==> config.mk <==
export PLATFORM = sky130hd
export DESIGN_NAME = eng_seq_ctrl
export DESIGN_NICKNAME = d
export VERILOG_FILES = /design/src/rtl/eng_seq_pkg.sv /design/src/rtl/eng_seq_watchdog.sv /design/src/rtl/eng_seq_ctrl.sv
export SDC_FILE = /design/constraint.sdc
export NUM_CORES = 1
export LEC_CHECK = 0
export CORE_UTILIZATION = 39
export CTS_CLUSTER_SIZE = 30
export DETAILED_ROUTE_END_ITERATION = 8
export HOLD_SLACK_MARGIN = 0.02
export PLACE_DENSITY = 0.69
export SYNTH_ARGS = -nofsm -noshare
export SYNTH_HDL_FRONTEND = slang
export SYNTH_SLANG_ARGS = --single-unit
==> constraint.sdc <==
create_clock -name clk -period 2.5 [get_ports clk]
set_input_delay 0.5 -clock clk [delete_from_list [all_inputs] [get_ports clk]]
set_output_delay 0.5 -clock clk [all_outputs]
set_load 0.005 [all_outputs]
==> src/rtl/eng_seq_pkg.sv <==
`default_nettype none
// ============================================================================
// Module      : eng_seq_pkg
// Description : Shared types and constants for the engine sequencer.
//               - eng_seq_state_t : sequencer FSM state encoding
//               - c_TMO_CYC_DEFAULT : default watchdog limit in cycles
//               - is_wait_state() : true while the engine handshake is open
// Revision    : 1.0 - initial release
// ============================================================================
package eng_seq_pkg;

  typedef enum logic [2:0] {
    ST_IDLE      = 3'd0,
    ST_CLEAR     = 3'd1,
    ST_LAUNCH    = 3'd2,
    ST_WAIT_ACK  = 3'd3,
    ST_WAIT_DONE = 3'd4,
    ST_STEP      = 3'd5,
    ST_FINISH    = 3'd6
  } eng_seq_state_t;

  localparam int unsigned c_TMO_CYC_DEFAULT = 1000;

  // The two states in which the sequencer is waiting on the engine; these
  // are the only cycles the watchdog accumulates.
  function automatic logic is_wait_state(input eng_seq_state_t s);
    return (s == ST_WAIT_ACK) || (s == ST_WAIT_DONE);
  endfunction

endpackage : eng_seq_pkg
`default_nettype wire

==> src/rtl/eng_seq_watchdog.sv <==
`default_nettype none
// ============================================================================
// Module      : eng_seq_watchdog
// Description : Cycle counter that flags a hung engine. Counts cycles while
//               'en' is high, restarts from zero on 'clr', and reports
//               'expired' during the TMO_CYC-th counted cycle.
//               Only instantiated when ENG_SEQ_TIMEOUT_EN is defined.
// Ports       : clk     - rising-edge clock
//               rst     - asynchronous active-low reset
//               clr     - synchronous counter clear (priority over en)
//               en      - count enable
//               expired - high while the limit is reached and en is high
// Revision    : 1.0 - initial release
// ============================================================================
module eng_seq_watchdog
  import eng_seq_pkg::*;
#(
  parameter int unsigned TMO_W   = 16,
  parameter int unsigned TMO_CYC = c_TMO_CYC_DEFAULT
) (
  input  logic clk,
  input  logic rst,
  input  logic clr,
  input  logic en,
  output logic expired
);

  // Compare against TMO_CYC-1: the counter holds the number of cycles
  // already spent, so the cycle in which it equals TMO_CYC-1 is the
  // TMO_CYC-th waiting cycle.
  localparam logic [TMO_W-1:0] c_LIMIT = TMO_W'(TMO_CYC - 1);

  logic [TMO_W-1:0] cnt_q;
  logic [TMO_W-1:0] cnt_d;

  always_comb begin
    cnt_d = cnt_q;
    if (clr) begin
      cnt_d = '0;
    end else if (en && (cnt_q != c_LIMIT)) begin
      cnt_d = cnt_q + TMO_W'(1);
    end
  end

  always_ff @(posedge clk or negedge rst) begin
    if (!rst) begin
      cnt_q <= '0;
    end else begin
      cnt_q <= cnt_d;
    end
  end

  assign expired = en && (cnt_q == c_LIMIT);

endmodule : eng_seq_watchdog
`default_nettype wire

==> src/rtl/eng_seq_ctrl.sv <==
`default_nettype none
// ============================================================================
// Module      : eng_seq_ctrl
// Description : Engine sequencer. Runs an external engine iter_cnt times per
//               accepted start edge using the eng_start / eng_done handshake,
//               strobes the iteration counter and reports completion.
//               Optional feature macro: ENG_SEQ_TIMEOUT_EN adds a watchdog
//               that aborts a run (err=1, done pulse) after TMO_CYC cycles of
//               waiting on the engine. Without it err is constant 0.
// Ports       : clk       in   rising-edge clock
//               rst       in   asynchronous active-low reset
//               start     in   level request, 0->1 edge accepted in IDLE
//               iter_cnt  in   number of runs, sampled on accepted start
//               eng_done  in   engine status, 1 = idle/finished
//               eng_start out  one-cycle engine launch pulse
//               rst_count out  one-cycle pulse at sequence begin
//               inc_count out  one-cycle pulse per completed run
//               iter_idx  out  runs completed in current sequence
//               busy      out  high outside IDLE
//               done      out  one-cycle pulse at sequence end
//               err       out  sticky watchdog abort flag
// Revision    : 1.0 - initial release
// ============================================================================
module eng_seq_ctrl
  import eng_seq_pkg::*;
#(
  parameter int unsigned CNT_W   = 8,
  parameter int unsigned TMO_W   = 16,
  parameter int unsigned TMO_CYC = c_TMO_CYC_DEFAULT
) (
  input  logic             clk,
  input  logic             rst,
  input  logic             start,
  input  logic [CNT_W-1:0] iter_cnt,
  input  logic             eng_done,
  output logic             eng_start,
  output logic             rst_count,
  output logic             inc_count,
  output logic [CNT_W-1:0] iter_idx,
  output logic             busy,
  output logic             done,
  output logic             err
);

  eng_seq_state_t   state_q;
  eng_seq_state_t   state_d;
  logic             start_q;
  logic [CNT_W-1:0] iter_lat_q;
  logic [CNT_W-1:0] iter_lat_d;
  logic [CNT_W-1:0] iter_idx_q;
  logic [CNT_W-1:0] iter_idx_d;
  logic             eng_start_q;
  logic             eng_start_d;
  logic             err_q;
  logic             err_d;

  logic             w_start_edge;
  logic [CNT_W:0]   w_idx_inc;
  logic             w_last_run;
  logic             w_expired;

  assign w_start_edge = start & ~start_q;

  // One extra bit so the last-run compare cannot alias when iter_lat is
  // the largest representable count.
  assign w_idx_inc  = {1'b0, iter_idx_q} + (CNT_W + 1)'(1);
  assign w_last_run = (w_idx_inc == {1'b0, iter_lat_q});

`ifdef ENG_SEQ_TIMEOUT_EN
  eng_seq_watchdog #(
    .TMO_W   (TMO_W),
    .TMO_CYC (TMO_CYC)
  ) u_watchdog (
    .clk     (clk),
    .rst     (rst),
    .clr     (state_q == ST_LAUNCH),
    .en      (is_wait_state(state_q)),
    .expired (w_expired)
  );
`else
  assign w_expired = 1'b0;
`endif

  // --------------------------------------------------------------------------
  // Next-state / next-register logic
  // --------------------------------------------------------------------------
  // eng_start is registered so no input reaches an output combinationally.
  // It is armed on the edge that enters (or stays in) LAUNCH while eng_done
  // is high, so the pulse is visible during the LAUNCH cycle itself; the FSM
  // leaves LAUNCH on the edge that ends that pulse.
  always_comb begin
    state_d     = state_q;
    iter_lat_d  = iter_lat_q;
    iter_idx_d  = iter_idx_q;
    eng_start_d = 1'b0;
    err_d       = err_q;

    case (state_q)
      ST_IDLE: begin
        if (w_start_edge) begin
          iter_lat_d = iter_cnt;
          err_d      = 1'b0;
          state_d    = (iter_cnt == '0) ? ST_FINISH : ST_CLEAR;
        end
      end

      ST_CLEAR: begin
        iter_idx_d  = '0;
        state_d     = ST_LAUNCH;
        eng_start_d = eng_done;
      end

      ST_LAUNCH: begin
        if (eng_start_q) begin
          state_d = ST_WAIT_ACK;
        end else begin
          eng_start_d = eng_done;
        end
      end

      ST_WAIT_ACK: begin
        if (w_expired) begin
          err_d   = 1'b1;
          state_d = ST_FINISH;
        end else if (!eng_done) begin
          state_d = ST_WAIT_DONE;
        end
      end

      ST_WAIT_DONE: begin
        if (w_expired) begin
          err_d   = 1'b1;
          state_d = ST_FINISH;
        end else if (eng_done) begin
          state_d = ST_STEP;
        end
      end

      ST_STEP: begin
        iter_idx_d = w_idx_inc[CNT_W-1:0];
        if (w_last_run) begin
          state_d = ST_FINISH;
        end else begin
          state_d     = ST_LAUNCH;
          eng_start_d = eng_done;
        end
      end

      ST_FINISH: begin
        state_d = ST_IDLE;
      end

      default: begin
        state_d = ST_IDLE;
      end
    endcase
  end

  // --------------------------------------------------------------------------
  // State and datapath registers
  // --------------------------------------------------------------------------
  // start_q resets high so a start level already present when reset is
  // released does not look like a fresh request.
  always_ff @(posedge clk or negedge rst) begin
    if (!rst) begin
      state_q     <= ST_IDLE;
      start_q     <= 1'b1;
      iter_lat_q  <= '0;
      iter_idx_q  <= '0;
      eng_start_q <= 1'b0;
      err_q       <= 1'b0;
    end else begin
      state_q     <= state_d;
      start_q     <= start;
      iter_lat_q  <= iter_lat_d;
      iter_idx_q  <= iter_idx_d;
      eng_start_q <= eng_start_d;
      err_q       <= err_d;
    end
  end

  // --------------------------------------------------------------------------
  // Outputs: registers or pure decodes of the state register
  // --------------------------------------------------------------------------
  assign eng_start = eng_start_q;
  assign rst_count = (state_q == ST_CLEAR);
  assign inc_count = (state_q == ST_STEP);
  assign done      = (state_q == ST_FINISH);
  assign busy      = (state_q != ST_IDLE);
  assign iter_idx  = iter_idx_q;
  assign err       = err_q;

endmodule : eng_seq_ctrl
`default_nettype wire

==> flow_summary.yaml <==
finish:
  antenna_cells: 0
  finalNetCount: 168
  layout-drive-gt1-share_pct: 15.6
  syn_to_final_growth_pct: 21.2
worst_setup_path:
  path_cells: "inv_2 -> nor2_1 -> clkdlybuf4s50_1"
  path_class: "reg -> out"
  worst-path-max-fanout: 13
  cp.buffers_inverters: 2
  cp.arrival_ns: 1.73
  cp_data_required_time_ns: 2.00
  timing.rr.end: "eng_start$_DFF_PN0_"
  cp-start-kind: "flip-flop"
  r2r_cells: 6
  worst_path_max_delay_cell: "dfrtp_1"
  worstReg2RegStart: "iter_idx[0]$_DFFE_PN0P_"
  critical-path-top-delay-family: "buffers and inverters"
  ff2ff_setup_slack_ns: 0.46
  slowest_delay_ns: 0.54
  cp-end-kind: "output pin"
clock_network:
  clk_latency_ns: 0.30
  post-cts-setup-buffers: 0
  clk_root_buffer_cell: "clkbuf_4"
  cts_hold_buf: 0
  cts_tree: "built"
  cts_resized: 0
  clockBufferDepth: 2
  clock_sinks: 21
  ctsHtreeMaxLevel: 1
  numCtsBuffers: 3
  clkTransAtPathRegs_ns: 0.11
yosys:
  yosysSeqAreaShare_pct: 40.8
  synth_area_leader_cell: "dfrtp_1"
  synth_ff_type: "dfrtp_1"
  ys_ff_latch: 21
  ys.warnings.count: 0
  async_reset_ff_share_pct: 100
  synth_top_area_share_pct: 38.8
  synth_top_cells_by_count: "dfrtp_1, nor2_1, nand2_1"
  synth_area_leaders: "dfrtp_1, mux2_2, nor2_1, nand2_1, a21oi_1"
  postSynthAreaPerCell_um2: 9.56
  syn_area_um2: 1290
  yosysMostFrequentCell: "dfrtp_1"
  syn_nets: 148
  synth_edf_count: 0
  synthCells: 135
  synthDistinctLibCells: 45
die:
  die_area_um2: 3540
  core-area_um2: 3100
  die_h_um: 59.5
  initial_core_util_pct: 41.6
  num_rows: 20
  io_pins: 26
  die_w_um: 59.5
routing:
  routedWlPerCell_um: 13.1
  ant_nets: 0
  drc: 0
  via_per_inst: 5.33
  routed_wirelength_um: 2590
  drt_iter0_markers: 42
  firstDrtPassIters: 4
  num_vias: 1056
global_routing:
  grt_pass1_wl_um: 4200
  grt_usage_pct: 15.9
  overflow: 0
  first_global_vias: 951
  antenna_found_initial: 0
  grt_max_degree: 22
run_status:
  outcome: "finished clean"
timing:
  fin_tns_setup_ns: 0
  rsz0062_at_grt: "false"
  fmax_mhz: 448
  hold_violations: 0
  finalMaxSlewViolations: 0
  finalClockSkew_ns: 0.00500
  fin_crit_sh_pct: 89.2
  fin_crit_ns: 2.23
  setup_violations: 0
min_path:
  hp-class: "in -> async"
placement:
  io_buffers: 24
  dp_hpwl_um: 1990
  routabilityCongestion: 0.849
run:
  cap_violations: 0
power:
  finalPower_w: 0.00129
  power.density_nw_per_um2: 826
  p_leak_nw: 0.602
  vdd_ir_drop_max_v: 0.000366
[per-stage QoR]
step	cell area (µm²)	std cells	setup WS, ns	utilization, %	hold slack, ns
floorplan	1290	135	0.632	-	0.204
global placement	1540	194	0.457	49.6	0.499
detailed placement	1540	194	0.404	49.6	0.520
CTS	1560	198	0.270	50.4	0.538
global route	1560	198	0.170	50.4	0.526
finish	1560	198	0.269	50.4	0.532
[worst max-delay path by stage]
stage / start / end / slack (ns) / cells after the start
floorplan: iter_idx[0]$_DFFE_PN0P_ / eng_start$_DFF_PN0_ / 0.63 / 6
global placement: start / iter_lat_q[3]$_DFFE_PN0P_ / 0.46 / 4
detailed placement: start / iter_lat_q[1]$_DFFE_PN0P_ / 0.40 / 4
CTS: state_q[2]$_DFFE_PN0P_ / inc_count / 0.27 / 3
global route: state_q[2]$_DFFE_PN0P_ / inc_count / 0.17 / 3
finish: state_q[2]$_DFFE_PN0P_ / inc_count / 0.27 / 3
[layer usage]
| metal | up-vias | track usage, % | part of all wire [%] |
|---|---|---|---|
| met3 | 4 | 2.18 | 3.4 |
| met5 | - | 0 | 0 |
| met1 | 507 | 20.1 | 45 |
| met4 | 0 | 5.98 | 1.1 |
| met2 | 23 | 27.3 | 50 |
| li1 | 522 | - | - |
[power by group]
group | switching [W] | leakage (nW) | internal (W) | total, W
logic | 0.000232 | 0.319 | 0.000310 | 0.000542
clock network | 0.0000985 | 0.0150 | 0.0000621 | 0.000161
registers | 0.000141 | 0.268 | 0.000449 | 0.000589
[cells by family after synthesis]
kind of cell / Yosys count / share of synthesized area (%)
mux: 13 / 11.1
compound gates: 29 / 15.3
buf+inv: 13 / 5.43
simple gates: 49 / 20.7
xor+xnor: 8 / 5.43
flops: 21 / 40.8
fa+ha+maj: 1 / 0.970
other cells: 1 / 0.291
[registers in the layout, indices dropped and copies added (netlist names)]
| register | count |
|---|---|
| iter_idx | 8 |
| iter_lat_q | 8 |
| start_q | 1 |
| state_q | 3 |
| eng_start | 1 |
[final cells by class]
| cell class | instances | area (µm²) |
|---|---|---|
| clock buffer | 4 | 26.3 |
| fill | 313 | 1540 |
| inverter | 2 | 7.51 |
| multi-input combinational | 101 | 693 |
| sequential | 21 | 527 |
| tap | 44 | 55.1 |
| timing repair buffer | 26 | 255 |
[worst register-to-register path: stages, from the launching register on]
cell and delay (ns):
dfrtp_1 0.49, ha_1 0.29, nand2_1 0.11, or3_1 0.39, a211oi_2 0.25, o211ai_2 0.15, a32o_2 0.28
[cell usage in the layout, fill, tap and decap left out, drive strengths merged, types with 3 or more instances in the layout]
cell type      synthesis  layout
a21oi                  8       8
clkbuf                 5       4
clkdlybuf4s50          0      24
dfrtp                 20      20
mux2                  10      10
mux2i                  3       3
nand2                 12      12
nand3                  8       8
nor2                  13      13
o21ai                 12      12
xnor2                  4       4
xor2                   4       4
Note: power is estimated with default switching activity, not from simulation.
